===== src/rtl/compare_pkg.sv =====
// Shared definitions for the iterative magnitude comparator: FSM encoding
// and slice-count helpers used to size the slice index register.
package compare_pkg;

    typedef enum logic [1:0] {
        IDLE = 2'd0,
        RUN  = 2'd1,
        DONE = 2'd2
    } state_e;

    function automatic int nchunk(input int width, input int chunk);
        return width / chunk;
    endfunction

    // A single-slice compare still needs a 1-bit index register.
    function automatic int idx_width(input int n);
        return (n <= 1) ? 1 : $clog2(n);
    endfunction

endpackage


===== src/rtl/compare_slice.sv =====
// Combinational CHUNK-bit unsigned compare of one operand slice.
module compare_slice #(
    parameter int CHUNK = 8
) (
    input  logic [CHUNK-1:0] a_i,
    input  logic [CHUNK-1:0] b_i,
    output logic             big_o,
    output logic             equ_o,
    output logic             les_o
);

    assign big_o = (a_i > b_i);
    assign equ_o = (a_i == b_i);
    assign les_o = (a_i < b_i);

endmodule


===== src/rtl/compare_iter.sv =====
// Multi-cycle MSB-first magnitude comparator, CHUNK bits per cycle, with
// valid/ready handshakes on input and output and optional early exit.
module compare_iter
    import compare_pkg::*;
#(
    parameter int WIDTH      = 32,
    parameter int CHUNK      = 8,
    parameter int EARLY_EXIT = 1
) (
    input  logic             clk,
    input  logic             rst_n,
    input  logic             in_valid,
    output logic             in_ready,
    input  logic [WIDTH-1:0] a,
    input  logic [WIDTH-1:0] b,
    input  logic             is_signed,
    output logic             out_valid,
    input  logic             out_ready,
    output logic             bigger,
    output logic             equal,
    output logic             less,
    output logic             busy
);

    localparam int NCHUNK = nchunk(WIDTH, CHUNK);
    localparam int IDXW   = idx_width(NCHUNK);
    localparam logic [IDXW-1:0] IDX_TOP = IDXW'(NCHUNK - 1);

    state_e            state_q;
    logic [WIDTH-1:0]  a_q, b_q;
    logic [WIDTH-1:0]  a_d, b_d;
    logic [IDXW-1:0]   idx_q;
    logic              rec_diff_q, rec_big_q;
    logic              bigger_q, equal_q, less_q;

    logic [CHUNK-1:0]  slice_a, slice_b;
    logic              s_big, s_equ, s_les;
    logic              slice_diff, any_diff, big_now, les_now, finish;

    // NOTE: every variable written in always_comb gets a default first, so no
    // path through the block can leave it unassigned and infer a latch.
    always_comb begin
        a_d = a;
        b_d = b;
        // Flipping the sign bit maps two's-complement order onto unsigned order.
        if (is_signed) begin
            a_d[WIDTH-1] = ~a[WIDTH-1];
            b_d[WIDTH-1] = ~b[WIDTH-1];
        end
    end

    assign slice_a = a_q[idx_q*CHUNK +: CHUNK];
    assign slice_b = b_q[idx_q*CHUNK +: CHUNK];

    compare_slice #(.CHUNK(CHUNK)) u_slice (
        .a_i   (slice_a),
        .b_i   (slice_b),
        .big_o (s_big),
        .equ_o (s_equ),
        .les_o (s_les)
    );

    // The first recorded difference always wins over the current slice.
    assign slice_diff = ~s_equ;
    assign any_diff   = rec_diff_q | slice_diff;
    assign big_now    = rec_diff_q ? rec_big_q  : s_big;
    assign les_now    = rec_diff_q ? ~rec_big_q : s_les;
    assign finish     = ((EARLY_EXIT != 0) && slice_diff) || (idx_q == '0);

    // NOTE: sequential state uses non-blocking assignments only, so every
    // register samples pre-edge values regardless of statement order.
    always_ff @(posedge clk or negedge rst_n) begin
        // NOTE: the operand registers are plain flops, not a memory, so
        // clearing them on reset costs nothing and keeps the datapath defined.
        if (!rst_n) begin
            state_q    <= IDLE;
            a_q        <= '0;
            b_q        <= '0;
            idx_q      <= '0;
            rec_diff_q <= 1'b0;
            rec_big_q  <= 1'b0;
            bigger_q   <= 1'b0;
            equal_q    <= 1'b0;
            less_q     <= 1'b0;
        end else begin
            case (state_q)
                IDLE: begin
                    if (in_valid) begin
                        a_q        <= a_d;
                        b_q        <= b_d;
                        idx_q      <= IDX_TOP;
                        rec_diff_q <= 1'b0;
                        rec_big_q  <= 1'b0;
                        state_q    <= RUN;
                    end
                end
                RUN: begin
                    if (slice_diff && !rec_diff_q) begin
                        rec_diff_q <= 1'b1;
                        rec_big_q  <= s_big;
                    end
                    if (finish) begin
                        bigger_q <= big_now;
                        equal_q  <= ~any_diff;
                        less_q   <= les_now;
                        state_q  <= DONE;
                    end else begin
                        idx_q <= idx_q - 1'b1;
                    end
                end
                DONE: begin
                    if (out_ready) state_q <= IDLE;
                end
                default: state_q <= IDLE;
            endcase
        end
    end

    assign in_ready  = (state_q == IDLE);
    assign out_valid = (state_q == DONE);
    assign busy      = (state_q != IDLE);
    assign bigger    = bigger_q;
    assign equal     = equal_q;
    assign less      = less_q;

endmodule


===== config.mk =====
export PLATFORM = sky130hd
export DESIGN_NAME = compare_iter
export DESIGN_NICKNAME = d
export VERILOG_FILES = /design/src/rtl/compare_pkg.sv /design/src/rtl/compare_slice.sv /design/src/rtl/compare_iter.sv
export SDC_FILE = /design/constraint.sdc
export NUM_CORES = 1
export LEC_CHECK = 0
export ABC_AREA = 1
export CAP_MARGIN = 10
export CORE_MARGIN = 1
export CORE_UTILIZATION = 46
export DETAILED_ROUTE_END_ITERATION = 10
export PLACE_DENSITY_LB_ADDON = 0.1
export SLEW_MARGIN = 20
export SYNTH_ARGS = -nofsm -noshare
export SYNTH_HDL_FRONTEND = slang
export SYNTH_SLANG_ARGS = --single-unit

===== constraint.sdc =====
create_clock -name clk -period 2.2 [get_ports clk]
set_clock_uncertainty 0.2 [all_clocks]
set_input_delay 0.44 -clock clk [delete_from_list [all_inputs] [get_ports clk]]
set_output_delay 0.44 -clock clk [all_outputs]
set_load 0.05 [all_outputs]

==> impl_metrics.env <==
export IMPL_cts_tree="yes"
export IMPL_clock_path_buffers=2
export IMPL_achievable_frequency_mhz=419
export IMPL_average_cell_area_after_synthesis_um2=7.91
export IMPL_nFillCells=585
export IMPL_setup_violations_final=9
export IMPL_cts_root_buffer_cell="clkbuf_8"
export IMPL_hold_violations=0
export IMPL_power_density_nw_per_um2=1550
export IMPL_syn_area_um2=3520
export IMPL_dieArea_um2=8010
export IMPL_number_of_antenna_violations_at_the_first_check_in_global_routing=0
export IMPL_worstReg2RegStart="idx_q[0]"
export IMPL_synth_most_common_cell="nand2_1"
export IMPL_area_growth_pct=38.8
export IMPL_initial_utilization_pct=48.0
export IMPL_clock_sinks=73
export IMPL_grt_pass1_wl_mm=13.5
export IMPL_rows=31
export IMPL_post_drt_wl_per_cell_um=13.3
export IMPL_critical_path_peak_fanout=7
export IMPL_grt_util_all_layers_pct=22.7
export IMPL_route_vias_total=3126
export IMPL_cts_max_level=3
export IMPL_final_antenna_diode_count=0
export IMPL_pwr_share_comb_pct=54.3
export IMPL_synth_fp_nets=523
export IMPL_wl_mm=8.45
export IMPL_clock_latency_ns=0.35
export IMPL_worst_ir_drop_vdd_mv=0.661
export IMPL_worst_ep_required_ns=2.23
export IMPL_hold_path_class="register to register"
export IMPL_gpl_final_weighted_congestion=0.781
export IMPL_synth_largest_type_area_fraction_pct=51.9
export IMPL_floorplan_core_area_um2=7330
export IMPL_synth_sequential_area_ratio_pct=51.9
export IMPL_timing_max_transition_violations_final=0
export IMPL_via_per_inst=4.93
export IMPL_number_of_synthesized_register_bits=73
export IMPL_global_route_overflow_total=0
export IMPL_number_of_enable_flip_flop_cells_after_synthesis=0
export IMPL_drt_iter0_markers=190
export IMPL_clk_pin_slew_worst_paths_ns=0.08
export IMPL_endpoint_kind="register"
export IMPL_hpwl_mm=6.04
export IMPL_port_buffer_count=74
export IMPL_synth_ff_type="dfrtp_1"
export IMPL_drt_pass1_iterations=4
export IMPL_synthTopCellsByArea="dfrtp_1 52%, nand2_1 25%, o21ai_0 3.4%"
export IMPL_cts_buffers_inserted=9
export IMPL_number_of_ports_placed_on_the_die_boundary=75
export IMPL_run_status="complete, but fails checks"
export IMPL_worstSetupStartpoint="idx_q[0]"
export IMPL_drive_gt1_share_pct=16.6
export IMPL_failed_checks="negative setup slack"
export IMPL_p_sw_w=0.00327
export IMPL_power_frac_clock_pct=13.6
export IMPL_layout_core_utilization_pct=66.7
export IMPL_drt_antenna_violating_nets=0
export IMPL_period_share_pct=108
export IMPL_min_tclk_post_route_ns=2.38
export IMPL_power_leakage_nw=2.46
export IMPL_critical_path_startpoint_type="register"
export IMPL_dieHeight_um=89.5
export IMPL_timing_setup_critical_path_class="register to register"
export IMPL_fp_dieW_um=89.5
export IMPL_grt_pass1_vias=2863
export IMPL_worstMarginPinSlew_ns=0.500
export IMPL_max_cap_violations=0
export IMPL_netlist_cell_type_count=23
export IMPL_drt_drc=0
export IMPL_synth_top_cells_by_count="234 x nand2_1, 73 x dfrtp_1, 30 x nor2_1, 24 x o21ai_0, 13 x inv_1"
export IMPL_grt_setup_unrepaired="true"
export IMPL_maxSlewHeadroom_pct=66.6
export IMPL_synth_async_sr_flop_share_pct=100
export IMPL_cell_count_after_synthesis=445
export IMPL_power_switching_fraction_pct=43.1
export IMPL_min_delay_path_depth=2
export IMPL_r2r_worst_path_cells=12
export IMPL_nets=608
export IMPL_power_sequential_fraction_pct=32.2
export IMPL_yosys_warnings=0
export IMPL_grt_start_max_net_pins=38
export IMPL_internal_power_w=0.00431
export IMPL_hold_path_startpoint="a_q[14]"
export IMPL_worstPathArrival_ns=2.41
export IMPL_overall_power_of_the_completed_layout_w=0.00758
export IMPL_synth_area_leader="dfrtp_1"
export IMPL_worst_slack_ns=-0.184
==> cell usage in the layout (no fill, tap or decap), drive strengths merged <==
cell,count
o21ai,24
nor2,32
ha,9
clkinvlp,1
o31ai,2
dlygate4sd3,1
nand3b,1
clkinv,5
xnor2,1
clkbuf,11
o22ai,8
xor2,1
inv,15
buf,28
a21o,1
a21oi,11
nand3,1
bufinv,1
dlymetal6s2s,1
nand2,234
clkdlybuf4s50,67
dfrtp,73
a32o,7
==> metrics by stage <==
step	hold slack, ns	setup WS, ns	instance area, um^2	instances	setup TNS [ns]
global placement	0.207	-0.0296	4370	611	-0.0340
global route	0.299	-0.253	4890	634	-1.54
finish	0.273	-0.184	4890	634	-0.852
detailed placement	0.207	-0.0708	4370	611	-0.274
CTS	0.273	-0.0716	4700	632	-0.305
floorplan	-0.0556	0.00460	3530	445	0
==> cell type report <==
type,instances,area (um^2),share of cell area [%]
tap,99,124,2.53
clock buffer,10,128,2.61
clock inverter,6,68.8,1.41
multi-input combinational,332,1660,34.0
inverter,16,65.1,1.33
timing repair buffer,98,1010,20.8
sequential,73,1830,37.4
==> kinds of logic after synthesis <==
| group | synth area share [%] |
|---|---|
| and+or+nand+nor | 29.0 |
| adders and majority gates | 3.20 |
| xor gates and xnor gates | 0.497 |
| DFF | 51.9 |
| buffers and inverters | 6.43 |
| AOI/OAI and AO/OA | 9.02 |
==> power groups by stage <==
stage | combinational (W) | clock [W] | sequential [W]
after floorplan | 0.00233 | 0 | 0.00232
after global placement | 0.00309 | 0 | 0.00243
after detailed placement | 0.00316 | 0 | 0.00241
after CTS | 0.00349 | 0.00106 | 0.00242
after global routing | 0.00459 | 0.00112 | 0.00251
final | 0.00411 | 0.00103 | 0.00244
==> final timing paths <==
kind | endpoint | slack [ns]
hold reg to reg | a_q[14] | 0.27
min in group asynchronous | less | 0.37
setup / recovery | idx_q[0] | -0.18
hold / removal | a_q[14] | 0.27
setup reg to reg | idx_q[0] | -0.18
max in group asynchronous | b_q[13] | 0.79
==> per-layer routing <==
metal  global-route usage [%]  vias to the layer above  wire length, um
met2                     34.1                       96             3930
met4                     7.94                        0              129
met1                     32.4                     1444             3960
met5                        0                        -                0
li1                         -                     1574                -
met3                     5.08                       12              431
==> worst max-delay path, cell delays in order, from the launching register on <==
cell and delay, ns:
dfrtp_2 0.45, clkinv_4 0.13, buf_12 0.14, nand2_4 0.04, a32o_2 0.30, ha_4 0.27
nand2_2 0.05, nor2_2 0.15, nand3b_1 0.17, nor2_1 0.16, nor2_2 0.08, nand2_1 0.07
o21ai_1 0.06
==> flip-flops by register name (all words and copies together), names as in the netlist <==
signal,cells
a_q,32
idx_q,2
rec_big_q,1
less,1
state_q,2
equal,1
b_q,32
bigger,1
rec_diff_q,1
==> timing repair <==
| item | CTS | global route |
|---|---|---|
| hold buffers | 1 | 0 |
| cloned | 2 | 1 |
| resized for setup | 18 | 47 |
| pin swaps | 7 | 20 |
| endpoints found under the hold margin | 15 | 0 |
| buffers inserted | 2 | 2 |
| endpoints found under the setup margin | 7 | 10 |
Power figures use the tool's default switching activity.
